<file path="src/rtl/clk_div_prog.sv">
// clk_div_prog -- runtime-programmable clock divider for the watch timebase.
//
// Produces a registered divided clock with programmable period and high time,
// a one-cycle tick at each period start, and an independent free-running
// display-scan tick. New divisor settings are staged in a shadow register and
// only take effect at a period boundary, so the divided clock never glitches.
//
// Optional feature macro: CLK_DIV_BLINK_EN
//   defined   : blink toggles on every tick (half-rate square wave)
//   undefined : blink tied low, no toggle register
//
// Ports:
//   clk_in    in   system clock, all logic on rising edge
//   rst_n     in   synchronous reset, active low
//   en        in   count enable for the main divider (scan counter ignores it)
//   div_load  in   strobe: capture div_val/high_val into the shadow
//   div_val   in   requested period in clk_in cycles (clamped to >= 2)
//   high_val  in   requested high time (clamped to 1..period-1)
//   clk       out  divided clock
//   tick      out  one-cycle pulse at each period start
//   scan_tick out  one-cycle pulse every SCAN_DIV cycles
//   blink     out  half-rate blink (see macro above)
//   pending   out  a shadow load is waiting for the next wrap
module clk_div_prog #(
  parameter int WIDTH        = 27,
  parameter int DIV_DEFAULT  = 100000000,
  parameter int HIGH_DEFAULT = 50000000,
  parameter int SCAN_DIV     = 100000,
  parameter int SCAN_WIDTH   = 17
) (
  input  logic             clk_in,
  input  logic             rst_n,
  input  logic             en,
  input  logic             div_load,
  input  logic [WIDTH-1:0] div_val,
  input  logic [WIDTH-1:0] high_val,
  output logic             clk,
  output logic             tick,
  output logic             scan_tick,
  output logic             blink,
  output logic             pending
);

  localparam logic [WIDTH-1:0]      ONE       = WIDTH'(1);
  localparam logic [WIDTH-1:0]      TWO       = WIDTH'(2);
  localparam logic [WIDTH-1:0]      PER_RST   = WIDTH'(DIV_DEFAULT);
  localparam logic [WIDTH-1:0]      HIGH_RST  = WIDTH'(HIGH_DEFAULT);
  localparam logic [SCAN_WIDTH-1:0] SCAN_LAST = SCAN_WIDTH'(SCAN_DIV - 1);
  localparam logic [SCAN_WIDTH-1:0] SCAN_ONE  = SCAN_WIDTH'(1);

  logic [WIDTH-1:0]      cnt_q, cnt_d;
  logic [WIDTH-1:0]      period_q, period_d;
  logic [WIDTH-1:0]      high_q, high_d;
  logic [WIDTH-1:0]      sh_per_q, sh_per_d;
  logic [WIDTH-1:0]      sh_high_q, sh_high_d;
  logic                  pending_q, pending_d;
  logic                  clk_q, clk_d;
  logic                  tick_q, tick_d;
  logic [SCAN_WIDTH-1:0] scan_cnt_q, scan_cnt_d;
  logic                  scan_tick_q, scan_tick_d;

  // Clamp at capture time so the shadow always holds a legal setting; the
  // result is identical to clamping when it is applied.
  logic [WIDTH-1:0] ld_per, ld_high_min, ld_high;
  always_comb begin
    ld_per      = (div_val < TWO) ? TWO : div_val;
    ld_high_min = (high_val == '0) ? ONE : high_val;
    ld_high     = (ld_high_min > ld_per - ONE) ? (ld_per - ONE) : ld_high_min;
  end

  logic             wrap, apply;
  logic [WIDTH-1:0] cnt_nxt, high_use;
  always_comb begin
    wrap     = (cnt_q == period_q - ONE);
    apply    = en && wrap && pending_q;
    cnt_nxt  = wrap ? '0 : cnt_q + ONE;
    // The first cycle of a freshly applied period must already use its high.
    high_use = apply ? sh_high_q : high_q;
  end

  always_comb begin
    cnt_d       = cnt_q;
    clk_d       = clk_q;
    tick_d      = 1'b0;
    period_d    = period_q;
    high_d      = high_q;
    sh_per_d    = sh_per_q;
    sh_high_d   = sh_high_q;
    pending_d   = pending_q;
    scan_cnt_d  = (scan_cnt_q == SCAN_LAST) ? '0 : scan_cnt_q + SCAN_ONE;
    scan_tick_d = (scan_cnt_q == SCAN_LAST);

    if (en) begin
      cnt_d  = cnt_nxt;
      clk_d  = (cnt_nxt < high_use);
      tick_d = wrap;
    end
    if (apply) begin
      period_d  = sh_per_q;
      high_d    = sh_high_q;
      pending_d = 1'b0;
    end
    // A load on the wrap edge is evaluated after the apply above, so it
    // survives as pending for the following period.
    if (div_load) begin
      sh_per_d  = ld_per;
      sh_high_d = ld_high;
      pending_d = 1'b1;
    end
  end

  always_ff @(posedge clk_in) begin
    if (!rst_n) begin
      cnt_q       <= '0;
      clk_q       <= 1'b0;
      tick_q      <= 1'b0;
      period_q    <= PER_RST;
      high_q      <= HIGH_RST;
      sh_per_q    <= PER_RST;
      sh_high_q   <= HIGH_RST;
      pending_q   <= 1'b0;
      scan_cnt_q  <= '0;
      scan_tick_q <= 1'b0;
    end else begin
      cnt_q       <= cnt_d;
      clk_q       <= clk_d;
      tick_q      <= tick_d;
      period_q    <= period_d;
      high_q      <= high_d;
      sh_per_q    <= sh_per_d;
      sh_high_q   <= sh_high_d;
      pending_q   <= pending_d;
      scan_cnt_q  <= scan_cnt_d;
      scan_tick_q <= scan_tick_d;
    end
  end

`ifdef CLK_DIV_BLINK_EN
  logic blink_q, blink_d;
  always_comb blink_d = blink_q ^ (en && wrap);
  always_ff @(posedge clk_in) begin
    if (!rst_n) blink_q <= 1'b0;
    else        blink_q <= blink_d;
  end
  assign blink = blink_q;
`else
  assign blink = 1'b0;
`endif

  assign clk       = clk_q;
  assign tick      = tick_q;
  assign scan_tick = scan_tick_q;
  assign pending   = pending_q;

endmodule

</file>
<file path="config.mk">
export PLATFORM = sky130hd
export DESIGN_NAME = clk_div_prog
export DESIGN_NICKNAME = d
export VERILOG_FILES = /design/src/rtl/clk_div_prog.sv
export SDC_FILE = /design/constraint.sdc
export NUM_CORES = 1
export LEC_CHECK = 0
export BUFFER_PORTS_ARGS = -buffer_cell sky130_fd_sc_hd__buf_2
export CAP_MARGIN = 20
export CORE_MARGIN = 4
export CORE_UTILIZATION = 45
export DETAILED_ROUTE_END_ITERATION = 6
export PLACE_DENSITY = 0.62
export SLEW_MARGIN = 20
export SYNTH_ARGS = -nofsm -noshare
export SYNTH_HDL_FRONTEND = slang
export SYNTH_SLANG_ARGS = --single-unit
</file>
<file path="constraint.sdc">
create_clock -name clk_in -period 5.45 [get_ports clk_in]
set_clock_uncertainty 0.1 [all_clocks]
set_input_delay 0.8175 -clock clk_in [delete_from_list [all_inputs] [get_ports clk_in]]
set_output_delay 0.8175 -clock clk_in [all_outputs]
set_load 0.02 [all_outputs]
</file>
# Word-level counts from Yosys, hierarchy flattened

Index checks and enable logic that the tools add are counted.

Word-level logic and storage cells: 33
Input port bits: 58
Flip-flop bits (word level): 156
Output and inout bits: 5

Eq/ne operators: 2
Reduce and logical (&&, ||, !) cells: 6
Bitwise operators: 1
Order comparisons: 3
Multiplexer cells: 7
Add/sub/neg operators: 4

Operators with widths:

| operator                                            | number |
|---|---|
| 2-to-1 mux 27 bit                                   | 5 |
| subtractor 27 x 1 -> 27 bit, second input constant  | 2 |
| adder 27 x 1 -> 27 bit, second input constant       | 1 |
| equality test 27 bit                                | 1 |
| greater-than comparator 27 bit                      | 1 |
| logical NOT 27 bit                                  | 1 |
| < comparator 27 x 2 -> 1 bit, second input constant | 1 |
| < comparator 27 bit                                 | 1 |
| adder 17 x 1 -> 17 bit, second input constant       | 1 |
| equality test 17 bit, second input constant         | 1 |
| logical AND 1 bit                                   | 2 |
| 2-to-1 mux 1 bit                                    | 2 |
| AND reduction 2 bit                                 | 1 |
| nonzero test 2 bit                                  | 1 |
| OR reduction 2 bit                                  | 1 |
| NOT 1 bit                                           | 1 |

# Depth between registers and ports, before layout

Gate-level depths: netlist (run 1).

Depth after elaboration: 6
Depth in mapped cells: 22
Mapped depth without buffers: 20

# Worst setup path before layout (run 1)

Ideal clock, no wire load.

Kind: input to register
From: input port div_val[20]
To: register sh_high_q[19]
Path slack: -0.024 ns
Buffers on the path: 1
Arrival time: 5.252 ns
Stages: 20
Data required time: 5.228 ns
Setup time: 0.122 ns
Cell sequence: or3_1 > or3_1 > nor4_1 > nand3b_1 > nand2_1 > ha_1 > nand3_1 > or4_1 > xor2_1 > ha_1 > a21oi_1 > nor2b_1 > o21ai_0 > a21o_1 > a21oi_1 > o41a_1 > o21ai_1 > clkbuf_1 > nor3_1 > a311o_1

Cells in the longest elaborated chain, start to end: 5

RTL lines:

| element                         | line | RTL |
|---|---|---|
| start: declaration              | 35   | `input logic [WIDTH-1:0] div_val,` |
| < comparator 27 x 2 -> 1 bit    | 66   | `ld_per = (div_val < TWO) ? TWO : div_val;` |
| 2-to-1 mux 27 bit (*)           | 66   |  |
| subtractor 27 x 1 -> 27 bit (*) | 68   | `ld_high = (ld_high_min > ld_per - ONE) ? (ld_per - ONE) : ld_high_min;` |
| greater-than comparator 27 bit  | 68   |  |
| 2-to-1 mux 27 bit (*)           | 68   |  |
| end signal: assignment          | 131  | `sh_high_q <= sh_high_d;` |
| end: declaration                | 55   | `logic [WIDTH-1:0] sh_high_q, sh_high_d;` |

Mark *: on every way between the ends. The rest lies on a longest branch, timed or not.
A chain may end at the register's enable or synchronous reset.

# Worst setup path in the final report (run 1)

From: register period_q[1]
To: register clk_q, in the netlist clk

Cells in the longest elaborated chain, start to end: 6
Elaborated cells between the ends (all ways): 7
Those cells by class: add/sub: 1; order compare: 1; eq/ne: 1; mux: 2; reduce/logical: 2

RTL lines:

| element                         | line | RTL |
|---|---|---|
| start: declaration              | 52   | `logic [WIDTH-1:0] period_q, period_d;` |
| start signal: assignment        | 128  | `period_q <= period_d;` |
| subtractor 27 x 1 -> 27 bit (*) | 74   | `wrap = (cnt_q == period_q - ONE);` |
| equality test 27 bit (*)        | 74   |  |
| logical AND 1 bit (2 in a row)  | 75   | `apply = en && wrap && pending_q;` |
| 2-to-1 mux 27 bit               | -    |  |
| < comparator 27 bit (*)         | 95   | `clk_d = (cnt_nxt < high_use);` |
| end signal: assignment          | 126  | `clk_q <= clk_d;` |
| end: declaration                | 57   | `logic clk_q, clk_d;` |

Marks and branches as above.

==> results of run 1 <==
sequential cells by signal, summed over array words and instances (netlist names):
| signal | count |
|---|---|
| pending | 1 |
| period_q | 27 |
| scan_cnt_q | 17 |
| tick | 1 |
| cnt_q | 27 |
| clk | 1 |
| sh_per_q | 27 |
| scan_tick | 1 |
| high_q | 27 |
| sh_high_q | 27 |
worst max-delay path: stages, from the launching register on:
cell and delay (ps):
dfxtp_1 340, inv_1 60, ha_1 160, or4b_4 520
or3_4 420, or3_1 370, a22oi_1 190, nand4b_1 140
nor4_2 180, buf_4 170, o2111ai_4 120, buf_12 200
buf_4 170, mux2i_1 260, ha_1 300, a21oi_1 150
nor2b_1 50, o21ai_0 150, o211ai_1 260, a22o_1 320
a41oi_2 200, o21ai_0 110, o21ai_1 70, nand2b_1 110
worst paths after layout:
| check | from | end | slack, ps | cells past startpoint |
|---|---|---|---|---|
| min | sh_per_q[23] | sh_per_q[23] | 380 | 2 |
| min reg2reg | sh_per_q[23] | sh_per_q[23] | 380 | 2 |
| max reg2reg | period_q[1] | clk | 260 | 23 |
| max | period_q[1] | clk | 260 | 23 |
layout by cell type (no fill, tap or decap), types with 7 or more instances in the layout:
master and count:
xnor2_1 51, nor4_1 17, a21o_1 12, ha_1 57, a21oi_1 19, mux2i_1 71, inv_1 16, dfxtp_1 156
a31o_2 13, nand2_1 91, xor2_1 60, clkbuf_16 17, and4_1 7, nor3_1 31, o21ai_0 24, or3_1 17
mux2i_2 11, buf_4 60, o311ai_0 15, buf_2 60, nor2b_1 48, nand3_1 61, nand4_1 42, and3_1 15
inv_8 8, nor2_1 108
metal layers:
layer  share of wire, %  up-vias  GRT usage (%)
met4                2.5        0           7.19
met1                 47     3992           31.0
met3                4.3       41           3.43
li1                   -     4121              -
met5                  0        -              0
met2                 46      229           35.6
report_power, final:
group / internal [mW] / switching, mW / total, mW
Sequential: 1.17 / 0.0317 / 1.21
Clock: 0.667 / 0.574 / 1.24
Combinational: 0.111 / 0.155 / 0.266
stage by stage:
stage	util, %	total power [mW]	std cells	hold slack (ps)	TNS (ps)
after floorplan	-	1.38	1132	341	0
final	52.6	2.71	1469	381	0
after global routing	52.6	2.81	1469	394	-70.0
after detailed placement	49.6	1.49	1437	363	-308
after CTS	52.5	2.73	1469	383	0
after global placement	49.6	1.49	1437	355	0
layout make-up:
type	count	area (um^2)
flip-flops and latches	156	3120
well taps	275	344
fillers	1977	9960
clock buffers	17	425
inverters	16	60.1
clock inverters	15	191
repair buffers	126	862
multi-input cells	864	6050
cell usage after synthesis, drive strengths merged (5+ instances only):
library cell | number | area (um^2)
clkbuf | 72 | 270
mux2i | 83 | 876
a31o | 13 | 114
nor3 | 32 | 165
buf | 24 | 144
nand2 | 91 | 342
nor4 | 20 | 138
o211ai | 6 | 45.0
o311ai | 15 | 131
ha | 57 | 713
dfxtp | 156 | 3120
nor2b | 48 | 300
a21o | 12 | 90.1
nand4 | 42 | 263
inv | 16 | 60.1
a21oi | 19 | 95.1
or3 | 18 | 118
nand4b | 6 | 52.6
or4 | 7 | 56.3
a21boi | 5 | 37.5
nand3 | 61 | 305
and2 | 6 | 37.5
o21ai | 27 | 135
and4 | 7 | 61.3
nor2 | 109 | 412
xnor2 | 51 | 447
xor2 | 61 | 534
a311o | 6 | 60.1
and3 | 15 | 93.8
kinds of logic after synthesis:
family          Yosys count
fa+ha+maj                57
xor+xnor                112
compound gates          133
mux                      83
other cells               1
buf+inv                 112
simple gates            478
flops                   156
==> summary.md, run 1 <==
| Metric | Value |
|---|---|
| Flops & latches, synth | approximately 160 |
| PostCTS Resize Cnt | 0 |
| Layout cell share with drive strength beyond 1 | 16.8% |
| Clk buf depth | 2 |
| H-tree Lvls | 4 |
| Die Wd | 154 um |
| RD Place Congestion | 0.927 |
| Vias in the first global route | 7979 |
| YS warnings | 0 |
| Slew headroom | 31.5% |
| Die area | ~0.024 mm^2 |
| Dpl hpwl | 20.3 mm |
| GRT Total Usage | 22.3% |
| Clk Latency, worst-skew pair | 430 ps |
| Hold_buf cts | 0 |
| Register area share after synthesis | 32.5% |
| Post-route ant nets | 0 |
| Cells after Synth | 1132 |
| Die Ht | 154 um |
| Avg Inst Size Synth | between 8 and 9 um^2 |
| Worst vdd ir | 0.200 mV |
| Area share of and/or/nand/nor cells after synthesis | roughly 26% |
| Synth Area in XOR/XNOR | roughly 10% |
| Tcrit/Tclk final | 95.2% |
| Placed standard-cell area | 0.0104 mm^2 |
| Total number of vias | approximately 8400 |
| Vias per std cell | 5.71 |
| Reg clk slew, reported paths | 70 ps |
| Final setup vio count | 0 |
| Number of distinct library cells after synthesis | 63 |
| Slew @ Worst Pin | 1030 ps |
| Initial antenna violation count | 0 |
| First drt pass iteration count | 5 |
| Design area | about 0.011 mm^2 |
| Port-buffer cells | 61 |
| Largest net degree at the start of global routing | 80 |
| TritonCTS clock tree | done |
| CP required | 5720 ps |
| CP Capture Type | register |
| DP Worst Slack | -47.7 ps |
| Initial Util | 45.7% |
| Area Growth Syn to Fin | 15.2% |
| Synth Net Count | approximately 1200 |
| Pwr Density | 245 mW/mm^2 |
| Rows | 53 |
| Largest family of logic cells by synthesized area | simple AND/OR/NAND/NOR gates |
| Leakage power total | between 4 and 5 nW |
| Mapped Area | 0.00960 mm^2 |
| Status | completed |
| Global-route wire length before repair | 42.8 mm |
| Maximum clock rate | 0.193 GHz |
| RSZ-0062 raised after global routing | yes |
| Sink Count | 156 |
| DRC Markers | 0 |
| # diodes | 0 |
| Clock root cell | clkbuf_16 |
| Ys async rst share | 0% |
| Dominant synthesized flop cell | dfxtp_1 |
| DRT Wirelength | 26.6 mm |
| Startpoint types | register |
| Class of the worst hold path | reg -> reg |
| Total core area | 0.0210 mm^2 |
| Fin. Hold Viols | 0 |
| Synth Area in Compound Gates | 10.1% |
| Io pins | 63 |
| Worst-path fanout max | 11 |
| Post-CTS Repair Setup Buffers | 0 |
| Critical path class | reg -> reg |
| Max-cap violation count | 0 |
| CP Data Arrival Time | ~5500 ps |
| Slew Viols, Final | 0 |
| Setup ws final | 261 ps |
| Nets@finish | 1296 |
| Initial DRC count | 511 |
| CTS Buf Count | 17 |
| Multiplexer share of the synthesized area | 9.12% |
| Remaining global-route overflow | 0 |
| Post-synth EDFFs | 0 |
| Adder-cell share of the synthesized area | 7.43% |
| Clock period minus worst slack | 5190 ps |
| Wire per inst | 18.1 um |
Power figures use the tool's default switching activity.
==> inputs of run 2 (changes only) <==
Settings changed: CTS_CLUSTER_DIAMETER from default to 40.
Clock period 5.45 ns to 4.6 ns, I/O delays scaled along.
==> run 2 against run 1 <==
  * The run now ends with negative setup slack left
  * Hold slack about the same
  * Core utilization up 7.3 points
  * Worst setup slack worse by 520 ps
  * Design area up 14%
  * Combinational power up 49%
  * Die area unchanged
  * Non-clock buffer count up 123
  * Count of clock-buffer cells in the layout unchanged
  * Cell count up 8.4%
  * Sequential cell count unchanged
  * Highest routed layer unchanged
  * Routed wire length up 7.7%
  * First-iteration DRC count up 5.1%
  * Largest cell class unchanged
==> summary.md, run 2 (synthesis results as in run 1) <==
| Metric | Value |
|---|---|
| TritonCTS clock tree | done |
| DRT Wirelength | 28.7 mm (+7.7%) |
| Worst vdd ir | 0.278 mV (+39%) |
| Clock period minus worst slack | 4860 ps (-329 ps) |
| Dpl hpwl | 21.0 mm (+3.8%) |
| # placed instances | 1523 (+6.0%) |
| GRT busiest layer | met2 |
| CP required | 4870 ps (-850 ps) |
| Total number of vias | 8819 (+5.2%) |
| Initial DRC count | 537 (+5.1%) |
| Layout cell share with drive strength beyond 1 | 28.5% (+12 points) |
| Vias in the first global route | 8552 (+7.2%) |
| Wire per inst | 18.0 um (-0.65%) |
| Max-cap violation count | 0 (unchanged) |
| Worst setup path endpoint | clk |
| Non-filler cells, final | 1592 (+8.4%) |
| Class of the worst hold path | reg -> reg |
| R2R Setup Slk | -260 ps (-520 ps) |
| RSZ-0062 raised after global routing | yes |
| Critical path class | reg -> reg |
| Reg clk slew, reported paths | 80 ps (about the same) |
| FF-to-FF Start | period_q[8] |
| Largest net degree at the start of global routing | 78 (-2.5%) |
| Pwr Density | 262 mW/mm^2 (+7.0%) |
| Area Growth Syn to Fin | 31.3% |
| Maximum clock rate | 0.206 GHz (+6.8%) |
| Commonest cells after routing, fill and taps aside | buf_4 (168), dfxtp_1 (154), nor2_1 (105), nand2_1 (88), mux2i_1 (65) |
| Fin. Hold Viols | 0 (unchanged) |
| Worst-path fanout max | 7 (-4) |
| Clk buf depth | 2 (unchanged) |
| RD Place Congestion | 0.894 (-3.6%) |
| Die Ht | 154 um (unchanged) |
| Die area | 0.0237 mm^2 (unchanged) |
| Die Wd | 154 um (unchanged) |
| Commonest non-fill, non-tap cell in the layout | buf_4 |
| Slew Viols, Final | 0 (unchanged) |
| Slew headroom | 23.5% (-8.0 points) |
| R2R depth | 22 (-4.3%) |
| Remaining global-route overflow | 0 (unchanged) |
| # diodes | 0 (unchanged) |
| Sink Count | 156 (unchanged) |
| Met2 GRT Util | 38.5% (+2.9 points) |
| Setup ws final | -260 ps (-521 ps) |
| Rows | 53 (unchanged) |
| Io pins | 63 (unchanged) |
| Design area | 0.0126 mm^2 (+14%) |
| Startpoint types | register |
| Status | complete, but fails checks |
| Tcrit/Tclk final | 106% (+10 points) |
| CP startpoint | period_q[8] |
| Hold_buf cts | 0 (unchanged) |
| CP Data Arrival Time | 5130 ps (-330 ps) |
| Slew @ Worst Pin | 1150 ps (+120 ps) |
| Placed standard-cell area | 0.0111 mm^2 (+6.4%) |
| Port-buffer cells | 61 (unchanged) |
| GRT Total Usage | 23.7% (+1.4 points) |
| DP Worst Slack | -698 ps (-651 ps) |
| Post-route ant nets | 0 (unchanged) |
| First drt pass iteration count | 5 (unchanged) |
| Leakage power total | 5.40 nW (+15%) |
| Clk Latency, worst-skew pair | 440 ps (about the same) |
| Nets@finish | 1419 (+9.5%) |
| CP Capture Type | register |
| Violated checks | negative setup slack |
| H-tree Lvls | 4 (unchanged) |
| CTS Buf Count | 17 (unchanged) |
| Initial antenna violation count | 0 (unchanged) |
| DRC Markers | 0 (unchanged) |
| Initial Util | 45.7% (unchanged) |
| Global-route wire length before repair | 45.4 mm (+6.0%) |
| Final setup vio count | 26 (+26) |
| GR Layer Usage met1 | 32.3% (+1.3 points) |
| Hold Path Cell Cnt | 2 (unchanged) |
| Clock root cell | clkbuf_16 |
| Vias per std cell | 5.54 (-2.9%) |
| Sum Neg Setup Slack | -2160 ps (-2160 ps) |
| Total core area | 0.0210 mm^2 (unchanged) |
| Met3 Usage GRT | 3.18% (-0.25 points) |
| R2r endpoint | clk |
| Min-delay src | sh_per_q[14] |
run 2: layer usage:
| layer | wire, um | part of all wire [%] |
|---|---|---|
| met2 | 13400 | 47 |
| met1 | 13400 | 47 |
| met3 | 1150 | 4.0 |
| met4 | 779 | 2.7 |
| met5 | 0 | 0 |
run 2: final cells by class:
class | count | area, um^2
Sequential cell | 156 | 3130
Tap cell | 275 | 344
Fill cell | 1785 | 8420
Clock buffer | 17 | 425
Multi-Input combinational cell | 864 | 6490
Timing Repair Buffer | 249 | 1950
Clock inverter | 15 | 216
Inverter | 16 | 60.1
run 2: worst min path at each step:
stage                              end
after detailed placement  period_q[14]
after global placement    sh_per_q[24]
after global routing        high_q[14]
after CTS                 sh_per_q[14]
final                     sh_per_q[14]
after floorplan           period_q[13]
run 2: per-stage QoR:
stage          util [%]  hold WS, ps  power (mW)
5_1_grt            60.0          409        3.41
6_report           60.0          381        3.31
4_1_cts            58.6          381        3.31
3_3_place_gp       52.7          355        1.79
2_1_floorplan         -          341        1.64
3_5_place_dp       52.7          364        1.79
run 2: what timing repair did:
action                     in CTS  in global routing
gates cloned                    4                  0
buffers inserted               27                  8
pin swaps                      51                 45
resized for setup              64                 50
setup endpoints to repair      28                 28
run 2: where the power goes:
part | switching, mW | internal, mW | total, mW
Combinational | 0.208 | 0.189 | 0.397
Clock | 0.724 | 0.753 | 1.48
Sequential | 0.0407 | 1.39 | 1.43
run 2: worst max-delay path, cell delays in order, from the launching register on:
cell,delay (ps)
dfxtp_1,310
or4_4,550
or2_4,290
nor4_4,270
buf_4,160
mux2i_2,210
nand3_1,120
nor4_2,290
buf_4,180
o2111ai_4,100
buf_12,190
buf_12,150
mux2i_4,240
ha_4,240
nand4_1,140
nor3_1,70
nor3_1,210
o211ai_1,170
a22o_1,270
a41oi_2,210
nand2_1,80
o21ai_1,120
nand2b_1,100
==> inputs of run 3 (changes only) <==
Settings changed: GPL_ROUTABILITY_DRIVEN from default to 0, SKIP_CTS_REPAIR_TIMING from default to 1.
==> run 3 against run 2 <==
  * The flow still finishes with violations (negative setup slack)
  * Register-to-register slack got worse by 100 ps
  * Power decreased by 0.60%
  * Cell count decreased by 1.3%
  * Die area unchanged
  * Sequential power about the same
  * Fmax decreased by 2.1%
  * Clock power about the same
  * Design area decreased by 1.8%
  * Combinational power decreased by 4%
  * Worst setup slack got worse by 100 ps
  * Largest cell class unchanged
  * Highest routed layer unchanged
==> summary.md, run 3 (synthesis results as in run 1) <==
| Metric | Value |
|---|---|
| Final setup vio count | 19 (-27%) |
| Final core occ | 58.9% (-1.1 points) |
| Sum Neg Setup Slack | -635 ps (+1530 ps) |
| GRT busiest layer | met2 |
| R2r endpoint | clk |
| Slew headroom | 25.1% (+1.6 points) |
| Setup ws final | -362 ps (-102 ps) |
| Design area | 0.0124 mm^2 (-1.8%) |
| Slew Viols, Final | 0 (unchanged) |
| Crit path cell chain | or4_4 > buf_6 > or3_4 > or3_1 > a22oi_1 > nand4b_1 > nor4_2 > buf_4 > o2111ai_4 > buf_8 > mux2i_4 > ha_1 > nand4_1 > nor3_1 > nor3_1 > o211ai_1 > a22o_1 > a41oi_2 > nand2_1 > o21ai_1 > nand2b_1 |
| Die area | 0.0237 mm^2 (unchanged) |
| Remaining global-route overflow | 0 (unchanged) |
| Worst-path fanout max | 5 (-2) |
| FF-to-FF Start | period_q[5] |
| Overall power | 3.29 mW (-0.60%) |
| Reg clk slew, reported paths | 70 ps (about the same) |
| Die Ht | 154 um (unchanged) |
| CP max-delay cell | or4_4 |
| Register share of total power | 43.6% (+0.3 points) |
| Wire per inst | 17.9 um (-0.46%) |
| Die Wd | 154 um (unchanged) |
| CP startpoint | period_q[5] |
| Global-route wire length before repair | 43.8 mm (-3.6%) |
| Initial antenna violation count | 0 (unchanged) |
| CP Capture Type | register |
| NetSw | 0.963 mW (-0.96%) |
| CP top delay family | simple AND/OR/NAND/NOR gates |
| Placed standard-cell area | 0.0111 mm^2 (unchanged) |
| Comb power frac | 11.6% (-0.4 points) |
| Clk buf depth | 2 (unchanged) |
| Total core area | 0.0210 mm^2 (unchanged) |
| CP required | 4870 ps (about the same) |
| Class of the worst hold path | reg -> reg |
| CTS Buf Count | 17 (unchanged) |
| Fin. Hold Viols | 0 (unchanged) |
| Startpoint types | register |
| Max-cap violation count | 0 (unchanged) |
| Max incr delay on CP | 540 ps (about the same) |
| Post-route ant nets | 0 (unchanged) |
| Clk Latency, worst-skew pair | 440 ps (about the same) |
| Rows | 53 (unchanged) |
| Vias per std cell | 5.54 (about the same) |
| Layout cell share with drive strength beyond 1 | 27.2% (-1.3 points) |
| Worst setup path endpoint | clk |
| Commonest cells after routing, fill and taps aside | dfxtp_1 (152), buf_4 (147), nor2_1 (107), nand2_1 (90), mux2i_1 (63) |
| First drt pass iteration count | 4 (-1) |
| # diodes | 0 (unchanged) |
| Sw frac | 29.3% (-0.11 points) |
| Met2 GRT Util | 37.1% (-1.4 points) |
| Violated checks | negative setup slack |
| Worst path depth | 21 (-4.5%) |
| Initial Util | 45.7% (unchanged) |
| Largest net degree at the start of global routing | 78 (unchanged) |
| DRC Markers | 0 (unchanged) |
| RSZ-0062 raised after global routing | yes |
| Nets@finish | 1398 (-1.5%) |
| Tcrit/Tclk final | 108% (+2.2 points) |
| CP Data Arrival Time | 5230 ps (+100 ps) |
| H-tree Lvls | 4 (unchanged) |
| P_int | 2.32 mW (-0.45%) |
| R2R depth | 21 (-4.5%) |
| GRT Total Usage | 22.9% (-0.81 points) |
| Port-buffer cells | 61 (unchanged) |
| Total number of vias | 8707 (-1.3%) |
| Status | complete, but fails checks |
| Io pins | 63 (unchanged) |
| GR Layer Usage met1 | 31.0% (-1.3 points) |
| TritonCTS clock tree | done |
| Met3 Usage GRT | 3.86% (+0.68 points) |
| CP most frequent cell | nor3_1 |
| Commonest non-fill, non-tap cell in the layout | dfxtp_1 |
| Leakage power total | 5.24 nW (-3.0%) |
| DRT Wirelength | 28.2 mm (-1.8%) |
| Slew @ Worst Pin | 1120 ps (-24.7 ps) |
| Clock period minus worst slack | 4960 ps (+102 ps) |
| Clock root cell | clkbuf_16 |
| Worst path bufs/invs | 3 (-1) |
| Vias in the first global route | 8284 (-3.1%) |
| Clock share of power | 44.8% (about the same) |
| Sink Count | 156 (unchanged) |
| Maximum clock rate | 0.202 GHz (-2.1%) |
| Area Growth Syn to Fin | 28.9% |
| Dpl hpwl | 21.0 mm (unchanged) |
| R2R Setup Slk | -360 ps (-100 ps) |
| Pwr Density | 266 mW/mm^2 (+1.2%) |
| Worst vdd ir | 0.230 mV (-17%) |
| Initial DRC count | 466 (-13%) |
| Critical path class | reg -> reg |
==> run 3: cell count changes in the layout (fill, tap and decap cells not counted), moves of 3 or more <==
cell    delta
ha_4       +3
buf_6      +7
buf_4     -21
buf_8      -3
buf_12     -3
==> run 3: metal layers <==
layer  vias up  routed length [um]
li1       4323                   -
met1      4143               13200
met2       200               13200
met3        41                1140
met4         0                 615
met5         -                   0
==> run 3: area by class of cell <==
class / instances / area (um^2)
clock buffer: 17 / 425
clock inverter: 15 / 216
fill: 1828 / 8650
inverter: 16 / 60.1
multi-input combinational: 864 / 6450
sequential: 156 / 3130
tap: 275 / 344
timing repair buffer: 228 / 1750
==> run 3: stage by stage <==
stage / hold WS, ps / setup slack, ps / std cells
final: 382 / -362 / 1571
after global routing: 409 / -655 / 1571
after CTS: 381 / -507 / 1555
after detailed placement: 364 / -698 / 1523
after global placement: 355 / -578 / 1523
after floorplan: 341 / -396 / 1132
==> run 3: worst min path at each step <==
stage                               to  slack, ps  depth (start not counted)          from
final                     sh_per_q[14]        380                          2  sh_per_q[14]
after global placement    sh_per_q[24]        350                          2  sh_per_q[24]
after global routing        high_q[14]        410                          2    high_q[14]
after CTS                 sh_per_q[14]        380                          2  sh_per_q[14]
after detailed placement  period_q[14]        360                          2  sh_per_q[14]
after floorplan           period_q[13]        340                          2  sh_per_q[13]
==> run 3: power groups by stage <==
stage	Clock (mW)	Sequential [mW]	Combinational [mW]
detailed placement	0	1.46	0.333
CTS	1.50	1.43	0.335
finish	1.47	1.43	0.381
global route	1.54	1.44	0.416
floorplan	0	1.44	0.193
global placement	0	1.46	0.329
==> run 3: worst reg2reg max path, stage by stage, from the launching register on <==
cell       delay, ps
dfxtp_2          330
or4_4            540
buf_6            140
or3_4            360
or3_1            320
a22oi_1          140
nand4b_1         160
nor4_2           330
buf_4            180
o2111ai_4        210
buf_8            250
mux2i_4          200
ha_1             300
nand4_1          150
nor3_1            70
nor3_1           190
o211ai_1         180
a22o_1           260
a41oi_2          210
nand2_1           70
o21ai_1          120
nand2b_1         100
